==> src/rtl/nco_sweep_pkg.sv <==
// Shared types and constants for the NCO frequency-sweep controller.
package nco_sweep_pkg;

    localparam int APR_DEF = 32;
    localparam int DWW_DEF = 16;

    typedef enum logic [1:0] {
        SWP_SINGLE = 2'd0,
        SWP_SAW    = 2'd1,
        SWP_TRI    = 2'd2
    } sweep_mode_t;

    typedef enum logic {
        IDLE = 1'b0,
        RUN  = 1'b1
    } sweep_state_t;

    // Raw 2-bit mode is kept so the reserved code 3 survives and decodes as single.
    typedef struct packed {
        logic [APR_DEF-1:0] f_start;
        logic [APR_DEF-1:0] f_stop;
        logic [APR_DEF-1:0] f_step;
        logic [DWW_DEF-1:0] dwell;
        logic [1:0]         mode;
    } sweep_cfg_t;

    function automatic sweep_cfg_t cfg_coerce(input sweep_cfg_t c);
        sweep_cfg_t r;
        r = c;
        if (r.f_step == '0) r.f_step = APR_DEF'(1);
        return r;
    endfunction

endpackage

==> src/rtl/nco_sweep_step.sv <==
// Sweep datapath: current increment, dwell down-counter and direction flag.
module nco_sweep_step #(
    parameter int APR = 32,
    parameter int DWW = 16
) (
    input  logic           clk,
    input  logic           reset,
    input  logic [APR-1:0] f_start,
    input  logic [APR-1:0] f_stop,
    input  logic [APR-1:0] f_step,
    input  logic [DWW-1:0] dwell,
    input  logic           run,
    input  logic           clear,
    input  logic           init,
    input  logic [APR-1:0] init_value,
    input  logic [DWW-1:0] init_dwell,
    input  logic           adv,
    input  logic           rev_set,
    output logic [APR-1:0] cur,
    output logic           load,
    output logic           at_endpoint,
    output logic           rev_done,
    output logic           rev
);

    logic [APR-1:0] nxt_fwd;
    logic [APR-1:0] nxt_rev;
    logic [APR-1:0] next_value;
    logic [DWW-1:0] cnt;

    // One step from c toward tgt, clamped at tgt using the carry/borrow bit.
    function automatic logic [APR-1:0] step_toward(input logic [APR-1:0] c,
                                                   input logic [APR-1:0] tgt,
                                                   input logic [APR-1:0] stp);
        logic [APR:0] sum;
        logic [APR-1:0] res;
        if (tgt >= c) begin
            sum = {1'b0, c} + {1'b0, stp};
            res = (sum > {1'b0, tgt}) ? tgt : sum[APR-1:0];
        end else begin
            sum = {1'b0, c} - {1'b0, stp};
            res = (sum[APR] || (sum[APR-1:0] < tgt)) ? tgt : sum[APR-1:0];
        end
        return res;
    endfunction

    assign nxt_fwd     = step_toward(cur, f_stop, f_step);
    assign nxt_rev     = step_toward(cur, f_start, f_step);
    assign next_value  = (rev || rev_set) ? nxt_rev : nxt_fwd;
    assign load        = (cnt == '0);
    assign at_endpoint = !rev && (cur == f_stop);
    assign rev_done    = (nxt_rev == f_start);

    always_ff @(posedge clk or posedge reset) begin
        if (reset) begin
            cur <= '0;
            cnt <= '0;
            rev <= 1'b0;
        end else if (clear) begin
            cur <= '0;
            cnt <= '0;
            rev <= 1'b0;
        end else if (init) begin
            cur <= init_value;
            cnt <= init_dwell;
            rev <= 1'b0;
        end else if (adv) begin
            cur <= next_value;
            cnt <= dwell;
            rev <= rev | rev_set;
        end else if (run && (cnt != '0)) begin
            cnt <= cnt - 1'b1;
        end
    end

endmodule

==> src/rtl/nco_sweep_ctrl.sv <==
// Chirp controller driving the NCO phase increment and clock enable.
// APR/DWW must match the widths in nco_sweep_pkg (the config struct is sized there).
//
// state | meaning
// IDLE  | no sweep running; tone held (after a single sweep) or silenced (abort/reset)
// RUN   | stepping the increment through the active configuration
module nco_sweep_ctrl
    import nco_sweep_pkg::*;
#(
    parameter int APR = APR_DEF,
    parameter int DWW = DWW_DEF
) (
    input  logic           clk,
    input  logic           reset,
    input  logic           cfg_valid,
    output logic           cfg_ready,
    input  logic [APR-1:0] cfg_f_start,
    input  logic [APR-1:0] cfg_f_stop,
    input  logic [APR-1:0] cfg_f_step,
    input  logic [DWW-1:0] cfg_dwell,
    input  logic [1:0]     cfg_mode,
    input  logic           start,
    input  logic           abort,
    output logic [APR-1:0] phi_inc_o,
    output logic           clken_o,
    output logic           busy,
    output logic           sweep_done
);

    sweep_state_t state_q, state_d;
    sweep_cfg_t   shadow, act, act_d;
    logic         pend, act_valid;
    logic         clken_q, clken_d;
    logic         done_q, done_d;
    logic         accept, xfer, init, adv, rev_set, clear;
    logic         load, at_endpoint, rev_done, rev;

    assign accept     = cfg_valid && !pend;
    assign cfg_ready  = !pend;
    assign busy       = (state_q == RUN);
    assign clken_o    = clken_q;
    assign sweep_done = done_q;

    // Config that will be active after this edge; a transfer reads the pre-edge shadow.
    assign act_d = xfer ? cfg_coerce(shadow) : act;

    always_ff @(posedge clk or posedge reset) begin
        if (reset) begin
            state_q <= IDLE;
            clken_q <= 1'b0;
            done_q  <= 1'b0;
        end else begin
            state_q <= state_d;
            clken_q <= clken_d;
            done_q  <= done_d;
        end
    end

    always_ff @(posedge clk or posedge reset) begin
        if (reset) begin
            shadow    <= '0;
            act       <= '0;
            pend      <= 1'b0;
            act_valid <= 1'b0;
        end else begin
            if (accept) begin
                shadow <= '{f_start: cfg_f_start, f_stop: cfg_f_stop, f_step: cfg_f_step,
                            dwell: cfg_dwell, mode: cfg_mode};
            end
            if (xfer) begin
                act       <= act_d;
                act_valid <= 1'b1;
            end
            pend <= accept | (pend & ~xfer);
        end
    end

    always_comb begin
        state_d = state_q;
        clken_d = clken_q;
        done_d  = 1'b0;
        xfer    = 1'b0;
        init    = 1'b0;
        adv     = 1'b0;
        rev_set = 1'b0;
        clear   = 1'b0;
        if (abort) begin
            state_d = IDLE;
            clken_d = 1'b0;
            clear   = 1'b1;
        end else begin
            case (state_q)
                IDLE: begin
                    if (start && (pend || act_valid)) begin
                        xfer    = pend;
                        init    = 1'b1;
                        state_d = RUN;
                        clken_d = 1'b1;
                    end
                end
                RUN: begin
                    if (start) begin
                        xfer = pend;
                        init = 1'b1;
                    end else if (load) begin
                        if (at_endpoint && (act.mode != SWP_SAW) && (act.mode != SWP_TRI)) begin
                            done_d  = 1'b1;
                            state_d = IDLE;
                        end else if (at_endpoint && (act.mode == SWP_TRI) && !rev_done) begin
                            adv     = 1'b1;
                            rev_set = 1'b1;
                        end else if (at_endpoint || (rev && rev_done)) begin
                            // Period boundary: the next period opens on f_start.
                            done_d = 1'b1;
                            xfer   = pend;
                            init   = 1'b1;
                        end else begin
                            adv = 1'b1;
                        end
                    end
                end
                default: state_d = IDLE;
            endcase
        end
    end

    nco_sweep_step #(
        .APR(APR),
        .DWW(DWW)
    ) u_step (
        .clk        (clk),
        .reset      (reset),
        .f_start    (act.f_start),
        .f_stop     (act.f_stop),
        .f_step     (act.f_step),
        .dwell      (act.dwell),
        .run        (busy),
        .clear      (clear),
        .init       (init),
        .init_value (act_d.f_start),
        .init_dwell (act_d.dwell),
        .adv        (adv),
        .rev_set    (rev_set),
        .cur        (phi_inc_o),
        .load       (load),
        .at_endpoint(at_endpoint),
        .rev_done   (rev_done),
        .rev        (rev)
    );

endmodule

==> config.mk <==
export PLATFORM = sky130hd
export DESIGN_NAME = nco_sweep_ctrl
export DESIGN_NICKNAME = d
export VERILOG_FILES = /design/src/rtl/nco_sweep_pkg.sv /design/src/rtl/nco_sweep_step.sv /design/src/rtl/nco_sweep_ctrl.sv
export SDC_FILE = /design/constraint.sdc
export NUM_CORES = 1
export LEC_CHECK = 0
export BUFFER_PORTS_ARGS = -buffer_cell sky130_fd_sc_hd__buf_4
export CORE_AREA = 2 2 300 183
export DETAILED_ROUTE_END_ITERATION = 16
export DIE_AREA = 0 0 302 185
export HOLD_SLACK_MARGIN = 0.08
export PLACE_DENSITY = 0.66
export SYNTH_ARGS = -nofsm -noshare
export SYNTH_HDL_FRONTEND = slang
export SYNTH_SLANG_ARGS = --single-unit
==> constraint.sdc <==
create_clock -name clk -period 8.85 [get_ports clk]
set_input_delay 0.4425 -clock clk [delete_from_list [all_inputs] [get_ports clk]]
set_output_delay 0.4425 -clock clk [all_outputs]
set_load 0.03 [all_outputs]
==> flow_summary.yaml <==
clocking:
  cts.sinks: 282
  cts.clk_slew.worst_paths_ps: 70
  numCtsBuffers: 29
  clock_latency_ps: 670
  root_buffer: "clkbuf_16"
  ctsHtreeMaxLevel: 1
  clockBufferDepth: 3
  cts_setup_buffers: 0
  cts_tree: "built"
critical_path:
  cp_max_fo: 17
  rr_endpoint: "u_step.cur[13]"
  critPathCaptureType: "register"
  crit_required_ps: 9460
  reg2reg_depth: 27
  setup.worst_path.class: "reg -> reg"
  crit_family: "compound AO/OA/AOI/OAI gates"
  cp.arrival_ps: 9500
  cp_slowest_cell: "o32ai_1"
  rr_startpoint: "u_step.cur[12]"
  slowest_delay_ps: 800
  cp.buffers_inverters: 5
  critPathMostFrequentCell: "buf_4"
  regToRegSetupSlack_ps: -40
  start_kind: "register"
sta:
  period_minus_slack_ps: 8886
  max_freq_mhz: 112.5
  fin_hold_ws_ps: 126.0
  finalSetupViolations: 1
  timing.setup.tns_ps: -36.34
  drv_slew: 0
  worstMarginPinSlew_ps: 1225
  max-slew-margin-rel_pct: 17.74
  hold_viol_final: 0
  skew_ps: 59.02
  setup_slack_ps: -36.34
  period_share_pct: 100.4
  rsz0062_at_grt: "no"
min_path:
  hp-start: "abort"
  whs_endpoint: "clken_o"
  min_path_type: "in -> reg"
  hold_path_depth: 2
layout:
  drive_above_1_share_pct: 23.09
  multiInputGateArea_mm2: 0.01530
  synthToLayoutAreaGrowth_pct: 20.29
  nFillCells: 4808
  stdcell_area_mm2: 0.02853
  nets: 3224
  final-seq-area_mm2: 0.007058
yosys:
  synth_common_cells: "282 x dfrtp_1, 255 x ha_1, 229 x mux2_2"
  synth_top_cell_by_area: "dfrtp_1"
  synth-compound-area-share_pct: 18.05
  synthTopCellsByArea: "dfrtp_1 30%, ha_1 13%, mux2_2 11%"
  syn_area_per_cell_um2: 9.349
  ys_types: 104
  syn-num-nets: 2913
  async_flop_share_pct: 100.0
  synthCells: 2537
  synth_mux_area_share_pct: 15.64
  ys_seq_area_share_pct: 29.75
  synth_most_common_cell: "dfrtp_1"
  synthFlopType: "dfrtp_1"
  synthXorXnorAreaFrac_pct: 3.640
  syn_area_mm2: 0.02372
  synth_top_family_by_area: "compound AO/OA/AOI/OAI gates"
  synth-seq-cells: 282
  synthAdderAreaFrac_pct: 13.62
  yosys.area_share.simple_pct: 13.28
  netlist.area_leader.share_pct: 29.75
  synth_edf_count: 0
  yosysWarnings: 0
die:
  core_mm2: 0.05343
  die_area_mm2: 0.05587
  rows: 66
  start_util_pct: 44.39
  die_h_um: 185
  ioPinCount: 155
  die_w_um: 302
grt:
  grt_max_degree: 78
  grt_antenna_before_repair: 6
  grt.total_usage_pct: 39.32
  grt_pass1_vias: 21760
  grt_pass1_wl_um: 157200
  grt.overflow.total: 0
routing:
  avgRoutedWirePerCell_um: 30.99
  viasPerCell: 6.402
  wl_um: 111100
  drc: 0
  drt_iter0_drc: 2914
  firstDrtPassIters: 6
  ant_nets: 0
  dr_total_vias: 22960
flow_run:
  cap_violations: 0
run_status:
  violations: "negative setup slack"
  status: "finished with violations"
place:
  post_dp_cell_area_mm2: 0.02639
  gp_congestion: 1.068
  post-dp-hpwl_um: 89820
  port-buffer-count: 154
stage by stage:
step / std cells / util [%] / setup slack [ps]
6_report: 3586 / 53.40 / -36.34
3_5_place_dp: 3415 / 49.40 / 305.3
5_1_grt: 3585 / 53.40 / 49.69
2_1_floorplan: 2537 / - / 628.6
4_1_cts: 3585 / 53.39 / 282.5
3_3_place_gp: 3415 / 49.40 / 193.9
repair_timing:
item,in CTS,in global routing
hold buffers,116,0
resized for setup,0,1
endpoints found under the setup margin,0,2
hold endpoints to repair,190,0
cells in the final DEF, fill, tap and decap left out, types with 13 or more instances in the layout:
cell	instances
o21ai_0	117
o21a_1	13
nand2b_1	30
nand3_1	42
nor2b_1	30
or3_1	14
nand4_1	54
buf_4	275
xor2_1	22
clkbuf_16	29
xnor2_1	69
ha_1	255
buf_12	14
nor4_1	39
a21oi_1	130
o211ai_1	20
a22oi_1	16
inv_1	205
dlygate4sd3_1	116
a31oi_1	48
a21o_1	43
dfrtp_1	281
nor3_1	42
a211oi_1	25
nand2_1	146
mux2_4	35
nor2_1	154
o31ai_1	18
mux2_2	229
o221ai_1	49
a221oi_1	16
or2_2	14
mux2i_1	57
and2_1	16
registers in the layout, indices dropped and copies added, names as in the netlist:
register	cells
act	114
shadow	114
clken_o	1
act_valid	1
u_step.cur	32
u_step.rev	1
pend	1
sweep_done	1
busy	1
u_step.cnt	16
area by class of cell:
| type | count | share of cell area (%) |
|---|---|---|
| Antenna cell | 1 | 0.008771 |
| Clock buffer | 44 | 2.986 |
| Clock inverter | 10 | 0.4298 |
| Inverter | 210 | 2.789 |
| Multi-Input combinational cell | 1920 | 53.63 |
| Sequential cell | 282 | 24.74 |
| Tap cell | 714 | 3.131 |
| Timing Repair Buffer | 405 | 12.29 |
metal layers:
| metal | up-vias | routed length (um) | track usage (%) | part of all wire, % |
|---|---|---|---|---|
| li1 | 9989 | - | - | - |
| met1 | 11390 | 52270 | 60.71 | 47 |
| met5 | - | 26 | 0 | 0.023 |
| met4 | 4 | 1829 | 5.584 | 1.6 |
| met3 | 146 | 17490 | 18.37 | 16 |
| met2 | 1426 | 39530 | 48.77 | 36 |
how the worst max path moves through the flow:
stage                         startpoint             end  depth (start not counted)
after global placement    u_step.cur[12]  u_step.cur[13]                         27
after CTS                 u_step.cur[12]  u_step.cur[13]                         27
after detailed placement  u_step.cur[12]  u_step.cur[13]                         27
after floorplan                    reset          act[0]                          1
after global routing      u_step.cur[15]  u_step.cur[13]                         28
final                     u_step.cur[12]  u_step.cur[13]                         27
cells by family (layout without fill, tap and decap cells):
kind of cell,count (synthesis),in the layout
simple gates,625,625
compound gates,620,620
buf+inv,335,669
mux,324,324
flops,282,282
fa+ha+maj,257,257
xor+xnor,94,94
other cells,0,1
Power is left out: the tool's default activity adds up to more than one toggle a clock period on the data nets, which glitch-free logic cannot reach.
